### src/rtl/gate_cfg_frame_tx.sv
// Gate configuration frame transmitter: emits a fixed 16-byte frame carrying the
// gate open/close counts, enforces an inter-frame gap and buffers one pending request.
module gate_cfg_frame_tx #(
    parameter int unsigned IFG_CYCLES = 4,
    parameter logic [7:0]  HDR_BYTE   = 8'hBD
) (
    input  logic        clk,
    input  logic        rst,
    input  logic        send_req,
    input  logic [31:0] delay_time,
    input  logic [31:0] stop_time,
    output logic [7:0]  data_out,
    output logic        data_out_valid,
    output logic        last_data,
    output logic        busy,
    output logic        frame_done,
    output logic        cfg_err,
    output logic [7:0]  seq_num
);

    localparam int unsigned BYTE_W = 8;
    localparam int unsigned TIME_W = 32;
    localparam int unsigned CNT_W  = 4;
    localparam int unsigned GAP_W  = 8;

    localparam logic [CNT_W-1:0] LAST_IDX = CNT_W'(15);
    localparam logic [GAP_W-1:0] GAP_LAST = GAP_W'(IFG_CYCLES);

    typedef enum logic [1:0] {
        ST_IDLE,
        ST_SEND,
        ST_GAP
    } state_t;

    state_t              state_q, state_d;
    logic [CNT_W-1:0]    byte_cnt_q, byte_cnt_d;
    logic [GAP_W-1:0]    gap_cnt_q, gap_cnt_d;
    logic [BYTE_W-1:0]   csum_q, csum_d;
    logic [BYTE_W-1:0]   seq_q, seq_d;
    logic [TIME_W-1:0]   frm_delay_q, frm_delay_d;
    logic [TIME_W-1:0]   frm_stop_q, frm_stop_d;
    logic [TIME_W-1:0]   shd_delay_q, shd_delay_d;
    logic [TIME_W-1:0]   shd_stop_q, shd_stop_d;
    logic                pend_q, pend_d;
    logic [BYTE_W-1:0]   data_q, data_d;
    logic                valid_q, valid_d;
    logic                last_q, last_d;
    logic                busy_q, busy_d;
    logic                done_q, done_d;
    logic                err_q, err_d;

    logic                req_ok;
    logic                start;
    logic [TIME_W-1:0]   start_delay;
    logic [TIME_W-1:0]   start_stop;
    logic [BYTE_W-1:0]   cur_byte;

    // A request is legal only if the gate closes strictly after it opens.
    assign req_ok = send_req && (stop_time != '0) && (stop_time > delay_time);

    // Payload byte for the current index; index 15 takes the running checksum.
    always_comb begin
        cur_byte = 8'h00;
        case (byte_cnt_q)
            4'd1:    cur_byte = BYTE_W'(seq_q + 8'd1);
            4'd5:    cur_byte = frm_delay_q[31:24];
            4'd6:    cur_byte = frm_delay_q[23:16];
            4'd7:    cur_byte = frm_delay_q[15:8];
            4'd8:    cur_byte = frm_delay_q[7:0];
            4'd9:    cur_byte = frm_stop_q[31:24];
            4'd10:   cur_byte = frm_stop_q[23:16];
            4'd11:   cur_byte = frm_stop_q[15:8];
            4'd12:   cur_byte = frm_stop_q[7:0];
            4'd15:   cur_byte = csum_q;
            default: cur_byte = 8'h00;
        endcase
    end

    // Next-state and registered-output logic.
    always_comb begin
        state_d     = state_q;
        byte_cnt_d  = byte_cnt_q;
        gap_cnt_d   = gap_cnt_q;
        csum_d      = csum_q;
        seq_d       = seq_q;
        frm_delay_d = frm_delay_q;
        frm_stop_d  = frm_stop_q;
        shd_delay_d = shd_delay_q;
        shd_stop_d  = shd_stop_q;
        pend_d      = pend_q;
        data_d      = 8'h00;
        valid_d     = 1'b0;
        last_d      = 1'b0;
        done_d      = last_q;
        err_d       = send_req && !req_ok;
        start       = 1'b0;
        start_delay = delay_time;
        start_stop  = stop_time;

        case (state_q)
            ST_IDLE: begin
                if (req_ok) begin
                    start = 1'b1;
                end
            end

            ST_SEND: begin
                valid_d = 1'b1;
                data_d  = cur_byte;
                if (byte_cnt_q == LAST_IDX) begin
                    last_d     = 1'b1;
                    state_d    = ST_GAP;
                    gap_cnt_d  = '0;
                    byte_cnt_d = '0;
                    seq_d      = BYTE_W'(seq_q + 8'd1);
                end else begin
                    csum_d     = csum_q ^ cur_byte;
                    byte_cnt_d = CNT_W'(byte_cnt_q + 4'd1);
                end
                if (req_ok) begin
                    pend_d      = 1'b1;
                    shd_delay_d = delay_time;
                    shd_stop_d  = stop_time;
                end
            end

            ST_GAP: begin
                if (gap_cnt_q == GAP_LAST) begin
                    // A request arriving on the final gap cycle supersedes the shadow.
                    if (req_ok) begin
                        start = 1'b1;
                    end else if (pend_q) begin
                        start       = 1'b1;
                        start_delay = shd_delay_q;
                        start_stop  = shd_stop_q;
                    end else begin
                        state_d = ST_IDLE;
                    end
                end else begin
                    gap_cnt_d = GAP_W'(gap_cnt_q + 8'd1);
                    if (req_ok) begin
                        pend_d      = 1'b1;
                        shd_delay_d = delay_time;
                        shd_stop_d  = stop_time;
                    end
                end
            end

            default: begin
                state_d = ST_IDLE;
            end
        endcase

        if (start) begin
            state_d     = ST_SEND;
            byte_cnt_d  = CNT_W'(1);
            csum_d      = HDR_BYTE;
            data_d      = HDR_BYTE;
            valid_d     = 1'b1;
            frm_delay_d = start_delay;
            frm_stop_d  = start_stop;
            pend_d      = 1'b0;
        end

        busy_d = (state_d != ST_IDLE);
    end

    // State and output registers with synchronous reset.
    always_ff @(posedge clk) begin
        if (rst) begin
            state_q     <= ST_IDLE;
            byte_cnt_q  <= '0;
            gap_cnt_q   <= '0;
            csum_q      <= '0;
            seq_q       <= '0;
            frm_delay_q <= '0;
            frm_stop_q  <= '0;
            shd_delay_q <= '0;
            shd_stop_q  <= '0;
            pend_q      <= 1'b0;
            data_q      <= '0;
            valid_q     <= 1'b0;
            last_q      <= 1'b0;
            busy_q      <= 1'b0;
            done_q      <= 1'b0;
            err_q       <= 1'b0;
        end else begin
            state_q     <= state_d;
            byte_cnt_q  <= byte_cnt_d;
            gap_cnt_q   <= gap_cnt_d;
            csum_q      <= csum_d;
            seq_q       <= seq_d;
            frm_delay_q <= frm_delay_d;
            frm_stop_q  <= frm_stop_d;
            shd_delay_q <= shd_delay_d;
            shd_stop_q  <= shd_stop_d;
            pend_q      <= pend_d;
            data_q      <= data_d;
            valid_q     <= valid_d;
            last_q      <= last_d;
            busy_q      <= busy_d;
            done_q      <= done_d;
            err_q       <= err_d;
        end
    end

    assign data_out       = data_q;
    assign data_out_valid = valid_q;
    assign last_data      = last_q;
    assign busy           = busy_q;
    assign frame_done     = done_q;
    assign cfg_err        = err_q;
    assign seq_num        = seq_q;

endmodule

### config.mk
export PLATFORM = sky130hd
export DESIGN_NAME = gate_cfg_frame_tx
export DESIGN_NICKNAME = d
export VERILOG_FILES = /design/src/rtl/gate_cfg_frame_tx.sv
export SDC_FILE = /design/constraint.sdc
export NUM_CORES = 1
export LEC_CHECK = 0
export BUFFER_PORTS_ARGS = -buffer_cell sky130_fd_sc_hd__buf_2
export CAP_MARGIN = 25
export CORE_UTILIZATION = 30
export CTS_BUF_LIST = sky130_fd_sc_hd__clkbuf_4 sky130_fd_sc_hd__clkbuf_8
export DETAILED_ROUTE_END_ITERATION = 8
export HOLD_SLACK_MARGIN = 0.05
export PLACE_DENSITY_LB_ADDON = 0.08
export SYNTH_ARGS = -nofsm -noshare
export SYNTH_HDL_FRONTEND = slang
export SYNTH_SLANG_ARGS = --single-unit
### constraint.sdc
create_clock -name clk -period 2.8 [get_ports clk]
set_clock_uncertainty 0.1 [all_clocks]
set_input_delay 0.28 -clock clk [delete_from_list [all_inputs] [get_ports clk]]
set_output_delay 0.28 -clock clk [all_outputs]
set_load 0.005 [all_outputs]
# Word level (Yosys, flattened, before mapping)
# Cells that the tools add are included.
[totals]
ff_bits = 172
input_bits = 67
out_inout_bits = 21
elab_cells = 102
[op_classes]
addsub = 3
magnitude_cmp = 1
n_eq_ne = 16
muxes = 43
n_bitwise = 3
reduce_logical = 17
[op_table]
columns = ["op", "n"]
rows = [
  ["32-bit 2-to-1 mux", 12],
  ["32-bit one-hot mux with 2 select lines", 2],
  ["8-bit one-hot mux with 10 select lines", 1],
  ["8-bit 2-to-1 mux", 7],
  ["32-bit greater-than comparator", 1],
  ["32-bit nonzero test", 1],
  ["4-bit == test (second input constant)", 6],
  ["8-bit by 1-bit adder with 8-bit output (second input constant)", 2],
  ["8-bit one-hot mux with 2 select lines", 1],
  ["4-bit by 3-bit == test with 1-bit output (second input constant)", 3],
  ["1-bit 2-to-1 mux", 11],
  ["2-bit 2-to-1 mux", 5],
  ["8-bit by 3-bit == test with 1-bit output (second input constant)", 1],
  ["2-bit AND reduction", 4],
  ["8-bit bitwise XOR", 1],
  ["2-bit != test (second input constant)", 3],
  ["2-bit one-hot mux with 3 select lines", 1],
  ["2-bit nonzero test", 3],
  ["4-bit by 1-bit adder with 4-bit output (second input constant)", 1],
  ["4-bit by 1-bit == test with 1-bit output (second input constant)", 1],
  ["4-bit 2-to-1 mux", 1],
  ["1-bit one-hot mux with 2 select lines", 2],
  ["2-bit OR reduction", 2],
  ["1-bit logical AND", 3],
  ["7 further kinds", 8],
]

# Depth between registers and ports, before layout
# Gate-level depths: netlist of run 1.
[logic_depth]
word_depth = 8
depth_mapped = 11
mapped_depth_nobuf = 8

# Worst setup path before layout of run 1
# OpenSTA, ideal clock, no wires.
[synth_path]
kind = "input to register"
start = "in delay_time[11]"
end = "reg data_q[7], in the netlist data_out[7]"
setup_time_ns = 0.144
t_arrival_ns = 2.277
required_time_ns = 2.556
path_slack_ns = 0.279
stages = 11
path_cell_list = "inv_1 > ha_1 > nand4_1 > nor2_1 > a221o_1 > o311ai_4 > a31o_1 > buf_6 > buf_4 > buf_4 > o22ai_1"
[synth_between]
elab_chain_len = 6
[synth_lines]
columns = ["element", "line_no", "source"]
rows = [
  ["from (decl)", "10", "input logic [31:0] delay_time,"],
  ["32-bit greater-than comparator *", "59", "assign req_ok = send_req && (stop_time != '0) && (stop_time > delay_time);"],
  ["1-bit logical AND *", "59", ""],
  ["1-bit 2-to-1 mux", "130", "if (req_ok) begin"],
  ["1-bit 2-to-1 mux", "128", "if (gap_cnt_q == GAP_LAST) begin"],
  ["1-bit one-hot mux with 2 select lines *", "100", "case (state_q)"],
  ["8-bit 2-to-1 mux *", "154", "if (start) begin"],
  ["to (signal assigned)", "198", "data_q <= data_d;"],
  ["to (decl)", "45", "logic [BYTE_W-1:0] data_q, data_d;"],
]
# Mark *: on every way between the ends. The rest lies on a longest branch, timed or not.
# A chain may end at the register's enable or synchronous reset.

# Final worst setup path of run 1
[layout_path]
start = "in delay_time[0]"
end = "reg frm_stop_q[19]"
[layout_between]
elab_chain_len = 5
[layout_lines]
columns = ["element", "line_no", "source"]
rows = [
  ["32-bit greater-than comparator *", "59", ""],
  ["1-bit logical AND *", "59", ""],
  ["1-bit 2-to-1 mux or 32-bit 2-to-1 mux (tied branches)", "130", ""],
  ["1-bit 2-to-1 mux or 32-bit 2-to-1 mux (tied branches)", "128", ""],
  ["1-bit one-hot mux with 2 select lines or 32-bit 2-to-1 mux (tied branches)", "100", ""],
  ["to (signal assigned)", "194", "frm_stop_q <= frm_stop_d;"],
  ["to (decl)", "41", "logic [TIME_W-1:0] frm_stop_q, frm_stop_d;"],
]
# Marks and branches as above.

==> metrics.md, run 1 <==
| Metric | Value |
|---|---|
| Outcome | `finished with violations` |
| Failing checks | `DRC` |
| Post-DRT Antenna Nets | `0` |
| # fillers | `between 3000 and 4000` |
| Top Ports | `between 80 and 90` |
| Crit-path cells | `dlygate4sd3_1, buf_2, ha_1, nor2b_1, o211ai_1, a2111oi_4, o311ai_4, buf_12, a31o_4, buf_12, a2111oi_1` |
| Fin. Hold Viols | `0` |
| First DRT Iteration DRCs | `approximately 560` |
| Critical Path RT | `between 3 and 4 ns` |
| Final design utilization | `0.391` |
| Cell mode on critical path | `buf_12` |
| Logic pwr share | `0.186` |
| Setup CP Type | `input pin to flop` |
| Post-DP HPWL | `about 27000 um` |
| Fmax | `366 MHz` |
| First-pass GRT wire length | `about 56000 um` |
| Core ar. | `around 31000 um2` |
| Share of layout cells above drive strength 1 | `0.247` |
| Minimum hold slack | `about 0.07 ns` |
| Residual DRC count | `7` |
| Max IR drop VDD | `0.280 mV` |
| Post-synthesis sequential area ratio | `0.363` |
| Most frequent cells in the layout | `dfxtp_1 (172), nand2_1 (157), buf_4 (127)` |
| XOR/XNOR share of the synthesized area | `0.0240` |
| Post-Synth Simple-Gate Area | `0.172` |
| Antenna cells | `0` |
| Max-Cap Viols | `0` |
| Initial antenna violation count | `0` |
| Nets@finish | `1386` |
| Startpoint Class | `input pin` |
| Critical Path AT | `roughly 3 ns` |
| CP top delay family | `compound AO/OA/AOI/OAI gates` |
| Final Cell Area | `between 10000 and 15000 um2` |
| Worst hold-check path type | `input pin to flop` |
| Routed vias | `between 8000 and 9000` |
| Flop pwr share | `0.475` |
| Total Power | `approximately 5.6 mW` |
| DIE WIDTH | `between 150 and 200 um` |
| Slowest stage delay, CP | `about 0.53 ns` |
| Number of flops mapped to enable cells by yosys | `0` |
| Num Clock Sinks | `about 170` |
| Leak | `4.53 nW` |
| Cells after Synth | `1101` |
| Relative slew slack | `0.530` |
| Vias in the first global route | `between 8000 and 9000` |
| CP max stage cell | `dlygate4sd3_1` |
| Slew at the pin with the worst max-slew slack | `about 0.7 ns` |
| 1st-pass router iterations | `7` |
| Root Driver | `clkbuf_8` |
| GRT Residual Overflow | `0` |
| Primary FF master, synth | `dfxtp_1` |
| Final worst slack | `between 0.06 and 0.07 ns` |
| Post-CTS setup repair buffer count | `0` |
| Initial Util | `0.308` |
| I/O Buffers | `87` |
| CP Capture Type | `flop` |
| Placed Area | `~11000 um2` |
| Worst-case clock buffer depth | `2` |
| Post-Syn Area per Cell | `~8.6 um2` |
| Crit share post-route | `0.975` |
| Clk pwr share | `0.339` |
| Routability cong. | `around 0.87` |
| Routed vias/inst | `5.30` |
| RSZ-0062 raised after global routing | `yes` |
| Min Clock Period, post-route | `roughly 2.7 ns` |
| Die ar. | `~32000 um2` |
| Post-Route WL | `around 37000 um` |
| Total CTS buffers | `17` |
| Setup TNS | `0 ns` |
| Main combinational cell family by area after synthesis | `compound AO/OA/AOI/OAI gates` |
| Commonest non-fill, non-tap cell in the layout | `dfxtp_1` |
| Drt wl/cell | `between 20 and 25 um` |
| Largest net degree at the start of global routing | `slightly below 100` |
| Final setup violation count | `0` |
| Buf/Inv on CP | `4` |
| Final Slew Violations | `0` |
| Finished Layout Cells | `roughly 1700` |
| Die Height | `180 um` |
| CP Max Fanout | `28` |
| Area Overhead vs Synth | `27.3%` |
| Synth warnings | `0` |
| Placed Cells | `1634` |
| Worst reg-to-reg setup slack | `0.24 ns` |
| Clock Latency Late Sink | `roughly 0.50 ns` |
| Internal power | `approximately 3.8 mW` |
| Net switching fraction of the power | `0.331` |
| Num rows | `64` |
| Synth Register Bits | `roughly 170` |
| Max H-tree Level | `4` |
| Fraction of registers with async set/reset | `0` |
| CTS tree | `done` |
| Total GRT Usage | `0.230` |
| Synthesized-area fraction occupied by adder cells | `0.0515` |
| Mapped cell area | `9480 um2` |
| Synth unique cells | `between 60 and 70` |
| Reg clk slew, reported paths | `around 0.11 ns` |
| Post-synthesis compound-gate area fraction | `0.226` |
| Synth Net Count | `1207` |
| Post-synthesis mux area share | `0.0697` |
| Placement Setup Slack | `-0.194 ns` |
| Power per Cell Area | `between 400 and 500 nW/um2` |
| P_sw | `roughly 1.9 mW` |
[layer usage]
metal	GRT usage	vias up	share of wire
met5	0	-	0
li1	-	4390	-
met4	0.0972	0	0.036
met2	0.364	188	0.45
met1	0.312	4316	0.48
met3	0.0326	57	0.032
[area by class of cell]
| type | instances | area, um2 | share of cell area |
|---|---|---|---|
| sequential | 172 | 3440 | 0.285 |
| clock buffer | 17 | 234 | 0.0194 |
| inverter | 107 | 404 | 0.0335 |
| tap | 396 | 495 | 0.0411 |
| clock inverter | 15 | 175 | 0.0145 |
| timing repair buffer | 257 | 2030 | 0.169 |
| multi-input combinational | 725 | 5280 | 0.437 |
[synth_stat cells, types with 20 or more instances]
cell / number / area share
a2111oi_1: 38 / 0.040
a2111oi_2: 24 / 0.038
a211oi_1: 67 / 0.053
a21oi_1: 35 / 0.018
buf_2: 20 / 0.011
clkbuf_1: 58 / 0.023
dfxtp_1: 172 / 0.36
ha_1: 39 / 0.051
inv_1: 106 / 0.042
mux2i_1: 66 / 0.070
nand2_1: 157 / 0.062
nor2_1: 36 / 0.014
nor4_1: 74 / 0.049
xnor2_1: 23 / 0.021
[sequential cells by signal, summed over array words and instances, names as in the netlist]
register,flops
busy,1
byte_cnt_q,4
cfg_err,1
csum_q,8
data_out,8
data_out_valid,1
frame_done,1
frm_delay_q,32
frm_stop_q,32
gap_cnt_q,8
last_data,1
pend_q,1
seq_num,8
shd_delay_q,32
shd_stop_q,32
state_q,2
[timing repair]
action                                 in CTS  in global routing
resized for setup                           0                 17
setup endpoints to repair                   0                 21
hold buffers                               23                  0
endpoints found under the hold margin      34                  0
[tightest hold or removal path: cells and delay by family]
family	cells	cell delay (ns)
mux	1	0.06
buf+inv	2	0.24
simple gates	1	0.05
[cell families after synthesis]
| group | count (synthesis) |
|---|---|
| simple gates | 339 |
| compound gates | 255 |
| buf+inv | 204 |
| flops | 172 |
| mux | 66 |
| fa+ha+maj | 39 |
| xor+xnor | 26 |
[final timing paths]
| path | cells after the start | from | to |
|---|---|---|---|
| worst min register to register | 2 | shd_delay_q[5]$_SDFFE_PP0P_ | shd_delay_q[5]$_SDFFE_PP0P_ |
| worst min-delay path | 4 | delay_time[25] | shd_delay_q[25]$_SDFFE_PP0P_ |
| worst max-delay path | 11 | delay_time[0] | frm_stop_q[19]$_SDFFE_PP0P_ |
| worst max register to register | 8 | byte_cnt_q[0]$_SDFFE_PP0P_ | csum_q[5]$_SDFFE_PP0P_ |
[power by group through the flow]
stage | Clock [mW] | Sequential (mW) | Combinational [mW]
final | 1.91 | 2.67 | 1.05
after global routing | 2.07 | 2.68 | 1.13
after CTS | 1.96 | 2.67 | 1.02
after detailed placement | 0 | 2.73 | 0.994
after global placement | 0 | 2.73 | 0.992
after floorplan | 0 | 2.68 | 0.539
Note: power is estimated with default switching activity, not from simulation.
==> run 2, diff against run 1 <==
Settings changed: CORE_MARGIN from default to 5.
==> run 2 against run 1 <==
  * The flow now finishes without violations
  * First-iteration DRC count rose by 4.3%
  * Non-clock buffer count fell by 11
  * Global-route usage fell by 2.5 points
  * Register-to-register slack got worse by 0.10 ns
  * Worst hold slack improved by 0.011 ns
  * Power fell by 1.0%
  * Fmax fell by 1.4%
  * Sequential share of layout area fell by 0.60 points
  * Flip-flop and latch count did not move
  * Die area rose by 9.1%
  * Via count rose by 1.8%
  * Largest cell class unchanged
  * Largest power group unchanged
  * Highest routed layer unchanged
==> metrics.md, run 2 (same netlist as run 1, synthesis figures left out) <==
| Metric | Value |
|---|---|
| Outcome | `complete, no violations` |
| Drt wl/cell | `22.1 um (+1.6%)` |
| Internal power | `3.80 mW (+1.1%)` |
| Post-Route WL | `37200 um (+1.2%)` |
| Share of layout cells above drive strength 1 | `0.270 (+0.0228)` |
| Routed vias | `9116 (+1.8%)` |
| RSZ-0062 raised after global routing | `yes` |
| Max H-tree Level | `4 (unchanged)` |
| Post-DP HPWL | `26800 um (-0.55%)` |
| Leak | `4.51 nW (-0.54%)` |
| Crit share post-route | `0.989 (+0.0137)` |
| Initial antenna violation count | `0 (unchanged)` |
| # fillers | `3269 (+1.2%)` |
| Clk pwr share | `0.319 (-0.020)` |
| Buf/Inv on CP | `4 (unchanged)` |
| Worst hold-check path type | `input pin to flop` |
| Core ar. | `31400 um2 (+1.8%)` |
| Final Slew Violations | `0 (unchanged)` |
| Die ar. | `35300 um2 (+9.1%)` |
| First DRT Iteration DRCs | `586 (+4.3%)` |
| Net switching fraction of the power | `0.317 (-0.0144)` |
| Placement Setup Slack | `-0.187 ns (+0.00707 ns)` |
| Slowest stage delay, CP | `0.53 ns (about the same)` |
| Vias in the first global route | `8899 (+0.35%)` |
| Minimum hold slack | `0.0794 ns (+0.0106 ns)` |
| Final setup violation count | `0 (unchanged)` |
| Nets@finish | `1375 (-0.79%)` |
| Total CTS buffers | `17 (unchanged)` |
| Initial Util | `0.302 (-0.00552)` |
| Slew at the pin with the worst max-slew slack | `1.02 ns (+0.314 ns)` |
| I/O Buffers | `87 (unchanged)` |
| DIE WIDTH | `188 um (+4.5%)` |
| Routed vias/inst | `5.42 (+2.3%)` |
| Min Clock Period, post-route | `2.77 ns (+0.0383 ns)` |
| Num Clock Sinks | `172 (unchanged)` |
| Crit-path cells | `dlygate4sd3_1, buf_2, ha_1, nand4_1, nor4_2, buf_4, o31a_4, o311ai_4, a31o_4, buf_12, a2111oi_1` |
| Critical Path AT | `3.04 ns (+0.04 ns)` |
| CP Max Fanout | `21 (-25%)` |
| Post-DRT Antenna Nets | `0 (unchanged)` |
| CP max stage cell | `dlygate4sd3_1` |
| Worst-case clock buffer depth | `2 (unchanged)` |
| Most frequent cells in the layout | `dfxtp_1 (172), nand2_1 (157), buf_4 (115)` |
| Area Overhead vs Synth | `30.0%` |
| 1st-pass router iterations | `6 (-1)` |
| Logic pwr share | `0.203 (+0.017)` |
| Final Cell Area | `12300 um2 (+2.1%)` |
| P_sw | `1.76 mW (-5.3%)` |
| CP Capture Type | `flop` |
| Critical Path RT | `3.07 ns (about the same)` |
| Clock Latency Late Sink | `0.49 ns (about the same)` |
| GRT Residual Overflow | `0 (unchanged)` |
| Commonest non-fill, non-tap cell in the layout | `dfxtp_1` |
| Setup CP Type | `input pin to flop` |
| Largest net degree at the start of global routing | `66 (-33%)` |
| Antenna cells | `0 (unchanged)` |
| Reg clk slew, reported paths | `0.10 ns (about the same)` |
| CP top delay family | `buffers and inverters` |
| Die Height | `188 um (+4.5%)` |
| Total GRT Usage | `0.205 (-0.0254)` |
| First-pass GRT wire length | `55900 um (-0.33%)` |
| Power per Cell Area | `452 nW/um2 (-3.1%)` |
| Startpoint Class | `input pin` |
| Fmax | `361 MHz (-1.4%)` |
| Placed Area | `11200 um2 (-1.5%)` |
| Residual DRC count | `0 (-7)` |
| Fin. Hold Viols | `0 (unchanged)` |
| Root Driver | `clkbuf_8` |
| Routability cong. | `0.862 (-0.90%)` |
| Top Ports | `88 (unchanged)` |
| Max IR drop VDD | `0.280 mV (+0.28%)` |
| Flop pwr share | `0.479 (+0.004)` |
| Num rows | `65 (+1.6%)` |
| Relative slew slack | `0.321 (-0.209)` |
| Final worst slack | `0.0305 ns (-0.0383 ns)` |
| Max-Cap Viols | `0 (unchanged)` |
| CTS tree | `done` |
-- run 2: worst min-delay path: stages --
cell and delay (ns):
buf_2 0.11, buf_4 0.13, nand2_1 0.05, mux2i_1 0.05
-- run 2: worst paths after layout --
| path | startpoint | to | slack, ns | cells after the start |
|---|---|---|---|---|
| setup / recovery | stop_time[24] | frm_delay_q[26]$_SDFFE_PP0P_ | 0.03 | 11 |
| hold / removal | delay_time[29] | shd_delay_q[29]$_SDFFE_PP0P_ | 0.08 | 4 |
| setup reg to reg | byte_cnt_q[0]$_SDFFE_PP0P_ | csum_q[3]$_SDFFE_PP0P_ | 0.14 | 9 |
| hold reg to reg | shd_stop_q[21]$_SDFFE_PP0P_ | shd_stop_q[21]$_SDFFE_PP0P_ | 0.36 | 2 |
-- run 2: final cells by class --
| class | instances | area [um2] | area share |
|---|---|---|---|
| sequential | 172 | 3440 | 0.279 |
| multi-input combinational | 725 | 5620 | 0.456 |
| clock buffer | 19 | 262 | 0.0212 |
| tap | 402 | 503 | 0.0408 |
| timing repair buffer | 246 | 1980 | 0.161 |
| inverter | 107 | 404 | 0.0328 |
| clock inverter | 11 | 111 | 0.00904 |
-- run 2: power groups by stage --
stage | logic [mW] | registers [mW] | clock network (mW)
after floorplan | 0.539 | 2.68 | 0
after global placement | 0.989 | 2.72 | 0
after detailed placement | 0.991 | 2.72 | 0
after CTS | 1.01 | 2.67 | 1.82
after global routing | 1.22 | 2.68 | 1.93
final | 1.13 | 2.67 | 1.77
-- run 2: through the flow --
step	TNS (ns)	power [mW]	cells	util
3_5_place_dp	-8.55	3.72	1623	0.356
4_1_cts	0	5.50	1672	0.374
5_1_grt	-0.622	5.82	1682	0.393
2_1_floorplan	0	3.21	1101	-
6_report	0	5.57	1682	0.393
3_3_place_gp	-5.26	3.71	1623	0.356
-- run 2: repair_timing --
action                                  CTS  global route
endpoints found under the setup margin    0           126
hold buffers                             19             0
buffers inserted                          0             7
hold endpoints to repair                 19             0
gates resized for setup                   0            77
-- run 2: routing by layer --
| layer | global-route usage | vias to the layer above | routed length, um |
|---|---|---|---|
| li1 | - | 4372 | - |
| met1 | 0.283 | 4481 | 17200 |
| met2 | 0.328 | 219 | 17400 |
| met3 | 0.0372 | 44 | 1600 |
| met4 | 0.0584 | 0 | 1080 |
| met5 | 0 | - | 0 |
